File: config.mk
export PLATFORM = sky130hd
export DESIGN_NAME = demux3_1_2
export DESIGN_NICKNAME = d
export VERILOG_FILES = /design/src/rtl/demux3_1_2.sv
export SDC_FILE = /design/constraint.sdc
export NUM_CORES = 1
export LEC_CHECK = 0
export ABC_AREA = 1
export CORE_ASPECT_RATIO = 1.5
export CORE_UTILIZATION = 40
export DETAILED_ROUTE_END_ITERATION = 8
export PLACE_DENSITY = 0.72
export SYNTH_ARGS = -nofsm -noshare
export SYNTH_HDL_FRONTEND = slang
export SYNTH_SLANG_ARGS = --single-unit
export TNS_END_PERCENT = 50
File: constraint.sdc
create_clock -name clk -period 1.3 [get_ports clk]
set_clock_uncertainty 0.05 [all_clocks]
set_input_delay 0.13 -clock clk [delete_from_list [all_inputs] [get_ports clk]]
set_output_delay 0.13 -clock clk [all_outputs]
set_load 0.05 [all_outputs]
File: src/rtl/demux3_1_2.sv
// 1-to-2 demultiplexer with a small circular FIFO in front of each output.
// The input is routed by cntrl to the selected buffer, and each output drains on its own.
module demux3_1_2 #(
  parameter int WIDTH = 3,
  parameter int DEPTH = 2
) (
  input  logic                     clk,
  input  logic                     rst_n,
  input  logic [WIDTH-1:0]         in,
  input  logic                     cntrl,
  input  logic                     in_valid,
  output logic                     in_ready,
  output logic [WIDTH-1:0]         out0,
  output logic                     out0_valid,
  input  logic                     out0_ready,
  output logic [WIDTH-1:0]         out1,
  output logic                     out1_valid,
  input  logic                     out1_ready,
  output logic [$clog2(DEPTH):0]   cnt0,
  output logic [$clog2(DEPTH):0]   cnt1
);

  localparam int AW = $clog2(DEPTH);
  localparam int CW = AW + 1;

  // Handshake: a word moves on a rising edge only when valid && ready are both high.
  // in_ready reflects only the buffer that cntrl selects, so a full idle path never blocks.
  // outk_valid is registered state (count != 0) and never depends on outk_ready.

  logic [1:0]       full;
  logic [1:0]       valid;
  logic [1:0]       push;
  logic [1:0]       pop;
  logic [1:0]       out_rdy;
  logic [WIDTH-1:0] head [2];
  logic [CW-1:0]    cnt  [2];

  assign out_rdy  = {out1_ready, out0_ready};
  assign in_ready = cntrl ? !full[1] : !full[0];

  for (genvar k = 0; k < 2; k++) begin : g_fifo
    logic [WIDTH-1:0] mem [DEPTH];
    logic [AW-1:0]    rd_ptr;
    logic [AW-1:0]    wr_ptr;
    logic [CW-1:0]    count;

    assign full[k]  = (count == CW'(DEPTH));
    assign valid[k] = (count != '0);
    assign push[k]  = in_valid && in_ready && (cntrl == 1'(k));
    assign pop[k]   = valid[k] && out_rdy[k];

    // DEPTH is a power of two, so the pointers wrap naturally.
    always_ff @(posedge clk) begin
      if (!rst_n) begin
        rd_ptr <= '0;
        wr_ptr <= '0;
        count  <= '0;
      end else begin
        if (push[k]) wr_ptr <= wr_ptr + 1'b1;
        if (pop[k])  rd_ptr <= rd_ptr + 1'b1;
        case ({push[k], pop[k]})
          2'b10:   count <= count + 1'b1;
          2'b01:   count <= count - 1'b1;
          default: count <= count;
        endcase
      end
    end

    always_ff @(posedge clk) begin
      if (rst_n && push[k]) mem[wr_ptr] <= in;
    end

    // Stale buffer contents are masked so an empty output reads as zero.
    assign head[k] = valid[k] ? mem[rd_ptr] : '0;
    assign cnt[k]  = count;
  end

  assign out0       = head[0];
  assign out1       = head[1];
  assign out0_valid = valid[0];
  assign out1_valid = valid[1];
  assign cnt0       = cnt[0];
  assign cnt1       = cnt[1];

endmodule

Word-level counts from Yosys, hierarchy flattened
Memory sizes are Yosys's and may differ from the RTL's. A register that Yosys moved wholly into a read port is not among the register bits.
Index checks and enable logic that the tools add are counted.
{"block": "word_totals", "romBits": 0, "memories": 2, "ramBits": 12, "out_inout_bits": 13, "word_cells": 49, "latchBits": 0, "in_bits": 9, "reg_bits": 8}
{"block": "op_classes", "n_addsub": 8, "n_lt_le_gt_ge": 0, "reduce_logical": 13, "multipliers": 0, "muxes": 13, "n_shift": 0, "bitwise": 1, "div_mod_pow": 0, "n_eq_ne": 6}
{"memory": "g_fifo[0].mem", "depth": 2, "word_bits": 3, "rd": 1, "rd_clocked_by_memory_dff": 1, "write_ports": 1, "line_no": "42", "rtl": "logic [WIDTH-1:0] mem [DEPTH];"}
{"memory": "g_fifo[1].mem", "depth": 2, "word_bits": 3, "rd": 1, "rd_clocked_by_memory_dff": 1, "write_ports": 1, "line_no": "42"}
{"operator": "$mux W1", "count": 9}
{"operator": "$eq A2 B2 Y1 const B", "count": 4}
{"operator": "$pmux W2 S2", "count": 2}
{"operator": "$reduce_bool A2 Y1", "count": 4}
{"operator": "$logic_and A1 B1 Y1", "count": 7}
{"operator": "$mux W3", "count": 2}
{"operator": "$add A1 B1 Y1 const B", "count": 4}
{"operator": "$add A2 B1 Y2 const B", "count": 2}
{"operator": "$eq A2 B1 Y1 const B", "count": 2}
{"operator": "$sub A2 B1 Y2 const B", "count": 2}
{"operator": "$logic_not A1 Y1", "count": 2}
{"operator": "$not A1 Y1", "count": 1}

Depth between registers and ports, before layout
{"block": "logic_depth", "ltp_word": 8, "mapped_depth": 8, "mapped_depth_nobuf": 8}

Worst setup path after synthesis
OpenSTA, ideal clock, no wires.
{"block": "synth_path", "path_kind": "register -> output", "start": "register g_fifo[0].count[0], in the netlist cnt0[0]", "end": "output out0[0]", "required_ns": 1.120, "path_buffers": 0, "stages_incl_launch_ff": 3, "slack_ns": -0.578, "arrival_time_ns": 1.698, "path_cell_list": "dfxtp_1 -> nor2_4 -> a21oi_1"}
{"block": "synth_via", "elab_chain_len": 2}
{"item": "start: declaration", "line_no": "45", "rtl": "logic [CW-1:0] count;"}
{"item": "start signal: assignment", "line_no": "62", "rtl": "2'b10: count <= count + 1'b1;"}
{"item": "start signal: assignment", "line_no": "63", "rtl": "2'b01: count <= count - 1'b1;"}
{"item": "start signal: assignment", "line_no": "64", "rtl": "default: count <= count;"}
{"item": "$reduce_bool A2 Y1", "line_no": "48", "rtl": "assign valid[k] = (count != '0);"}
{"item": "$mux W3", "line_no": "74", "rtl": "assign head[k] = valid[k] ? mem[rd_ptr] : '0;"}
{"item": "end: declaration", "line_no": "13", "rtl": "output logic [WIDTH-1:0] out0,"}
No other way between the ends.

Final worst setup path
{"block": "layout_path", "start": "register g_fifo[1].count[0], in the netlist cnt1[0]", "end": "output in_ready"}
{"block": "layout_via", "elab_chain_len": 3}
{"item": "start: declaration", "line_no": "45"}
{"item": "start signal: assignment", "line_no": "62"}
{"item": "start signal: assignment", "line_no": "63"}
{"item": "start signal: assignment", "line_no": "64"}
{"item": "$eq A2 B2 Y1", "line_no": "47", "rtl": "assign full[k] = (count == CW'(DEPTH));"}
{"item": "$logic_not A1 Y1", "line_no": "39", "rtl": "assign in_ready = cntrl ? !full[1] : !full[0];"}
{"item": "$mux W1", "line_no": "39"}
{"item": "end: declaration", "line_no": "12", "rtl": "output logic in_ready,"}
No other way between the ends.

==> run_results.csv <==
group,metric,value,unit
final_layout,finalNonFillerCells,172,
global_routing,overflow,0,
critical_path,cp.arrival,1250,ps
route,drtPass1Iterations,4,
synthesis,syn_inst,111,
critical_path,crit_type,"reg -> out",
floorplan,ioPinCount,22,
critical_path,startpoint,"cnt1[0]$_SDFFE_PN0P_",
final_layout,syn_to_final_growth,65.3,%
synthesis,synthAdderAreaFrac,0.0248,
timing,setup_viol,11,
route,num_vias,836,
placed_design,io_buffers,21,
critical_path,worst-path-max-fanout,3,
global_routing,grt_pass1_wl,3450,um
route,drt-wirelength-per-cell,12.4,um
status,status,"finished, violations left",
clock_network,clk_transition_reported_paths,110,ps
timing,hold_ws,429,ps
synthesis,synth_edf_count,12,
clock_network,cts_tree,"built",
critical_path,timing.rr.end,"cnt0[1]$_SDFFE_PN0P_",
power,total_power,2.47,mW
synthesis,synth_compound_area_frac,0.107,
final_layout,layout-drive-gt1-share,0.456,
clock_network,clock_path_buffers,2,
critical_path,cp-endpoint,"in_ready",
flow_run,max_cap_violations,0,
power,p_leak,0.669,nW
timing,finalCritPeriodShare,1.10,
floorplan,die_x,43.0,um
timing,tightest_slew,225,ps
route,routed_wl,2130,um
critical_path,start_kind,"flop",
synthesis,syn_area_per_cell,9.10,um^2
clock_network,cts_num_sinks,22,
floorplan,die_area,2730,um^2
critical_path,worst_setup_path_end_kind,"primary output",
synthesis,synth_area_leader_cell,"edfxtp_1",
placed_design,gp_congestion,0.701,
synthesis,synth_top_family_by_area,"simple AND/OR/NAND/NOR gates",
timing,final-hold-violation-count,0,
global_routing,grt_use_total,0.165,
synthesis,synth_ff_type,"edfxtp_1",
floorplan,core,2310,um^2
clock_network,htree_levels,1,
synthesis,yosysWarnings,0,
final_layout,ff_latch_area,578,um^2
route,ant_nets,0,
final_layout,antenna_cells,0,
synthesis,synth-xor-area-share,0,
clock_network,cts_made_buffers,3,
timing,slew_headroom,0.849,
critical_path,r2r_cells,7,
synthesis,async_flop_share,0,
floorplan,initial_core_util,0.437,
global_routing,first_global_vias,850,
route,drc_errors,0,
global_routing,grt_max_degree,13,
synthesis,synth_area_leaders,"edfxtp_1 36%, dfxtp_1 20%, nand2_1 9.3%",
synthesis,yosys.area_share.simple,0.235,
final_layout,multi_input_area,503,um^2
route,avgViaCountPerCell,4.86,
synthesis,seq_area_frac_synth,0.555,
global_routing,antenna_found_initial,0,
placed_design,placed_cells,164,
timing,slew_viol_final,0,
synthesis,synth_nets,122,
synthesis,ys_seq_elements,22,
synthesis,yosysUniqueCellTypes,19,
critical_path,crit_required,1120,ps
synthesis,syn_area,1010,um^2
synthesis,yosys.area.top_type_share,0.357,
power,powerDensity,1480,nW/um^2
timing,fin_tns_setup,-589,ps
status,failed_checks,"setup timing",
synthesis,yosysMostFrequentCell,"nand2_1",
critical_path,r2r-start,"cnt0[1]$_SDFFE_PN0P_",
timing,rsz0062_at_grt,"true",
final_layout,layout.nets,161,
floorplan,die_h,63.5,um
worst_hold_path,hold_path.class,"in -> reg",
synthesis,muxShareOfSynthArea,0,
floorplan,fp-row-count,21,
synthesis,ys_top_cells_by_count,"25 x nand2_1, 17 x inv_1, 13 x nor2_1",
timing,period_needed,1430,ps
route,drt_iter0_markers,24,
critical_path,rrSetupSlack,-60,ps
final_layout,fillers,160,
timing,finalWorstSetupSlack,-128,ps
clock_network,clk_latency,300,ps
placed_design,dp_hpwl,1560,um
timing,fmax,700,MHz
power,vdd_drop_max,0.898,mV
clock_network,root_buffer,"clkbuf_4",
-- what timing repair did --
action,CTS,global route
resized for setup,16,17
hold buffers,0,0
setup endpoints to repair,11,22
pin swaps,5,6
setup buffers,3,1
-- layout make-up --
type / instances / share of cell area
sequential: 22 / 0.346
multi-input combinational: 69 / 0.301
tap: 23 / 0.0172
clock buffer: 4 / 0.0157
inverter: 19 / 0.0472
timing repair buffer: 35 / 0.272
-- power breakdown --
group	total, mW	switching [mW]	internal (mW)	leakage (nW)
Clock	0.313	0.193	0.120	0.0150
Combinational	1.29	0.707	0.585	0.459
Sequential	0.865	0.0610	0.804	0.195
-- layout by cell type (no fill, tap or decap), drive strengths merged --
cell           instances
a21oi                  8
a31oi                  2
buf                   27
clkbuf                 4
clkdlybuf4s50          8
dfxtp                 10
edfxtp                12
ha                     2
inv                   19
nand2                 27
nand3                  2
nor2                  18
o211ai                 2
o21ai                  6
or2                    2
-- worst max-delay path, cell delays in order (launching register included) --
cell and delay, ps:
dfxtp_4 380, buf_6 120, nor2_1 100, nand2_1 70, nand2_1 80, inv_2 50
buf_12 140
-- cell families (layout without fill, tap and decap cells) --
family          after synthesis  count (layout)
simple gates                 49              49
flops                        22              22
buf+inv                      20              58
compound gates               18              18
fa+ha+maj                     2               2
-- routing by layer --
metal  GRT usage  wire [um]
met4      0.0682         54
met2       0.320       1270
met5           0          0
met1       0.171        742
met3      0.0172         59
-- sequential cells by signal, indices dropped and copies added (netlist names), named ones only --
register	cells
cnt1	2
g_fifo.rd_ptr	2
g_fifo.wr_ptr	2
cnt0	2
g_fifo.mem	12
-- worst min path at each step --
stage,start,endpoint,slack [ps],cells past startpoint
global placement,g_fifo[1].rd_ptr$_SDFFE_PN0P_,g_fifo[1].rd_ptr$_SDFFE_PN0P_,430,2
CTS,in[0],g_fifo[0].mem[1][0]$_DFFE_PP_,430,1
finish,in[1],g_fifo[1].mem[0][1]$_DFFE_PP_,430,1
global route,in[0],g_fifo[1].mem[0][0]$_DFFE_PP_,430,1
detailed placement,g_fifo[1].rd_ptr$_SDFFE_PN0P_,g_fifo[1].rd_ptr$_SDFFE_PN0P_,440,2
floorplan,in[0],g_fifo[0].mem[0][0]$_DFFE_PP_,180,0
-- through the flow --
stage	cell area (um^2)	setup WS [ps]	util
2_1_floorplan	1070	-134	-
3_3_place_gp	1480	-263	0.640
3_5_place_dp	1480	-298	0.640
4_1_cts	1590	-68.4	0.688
5_1_grt	1670	-177	0.722
6_report	1670	-128	0.722
Power figures use the tool's default switching activity.
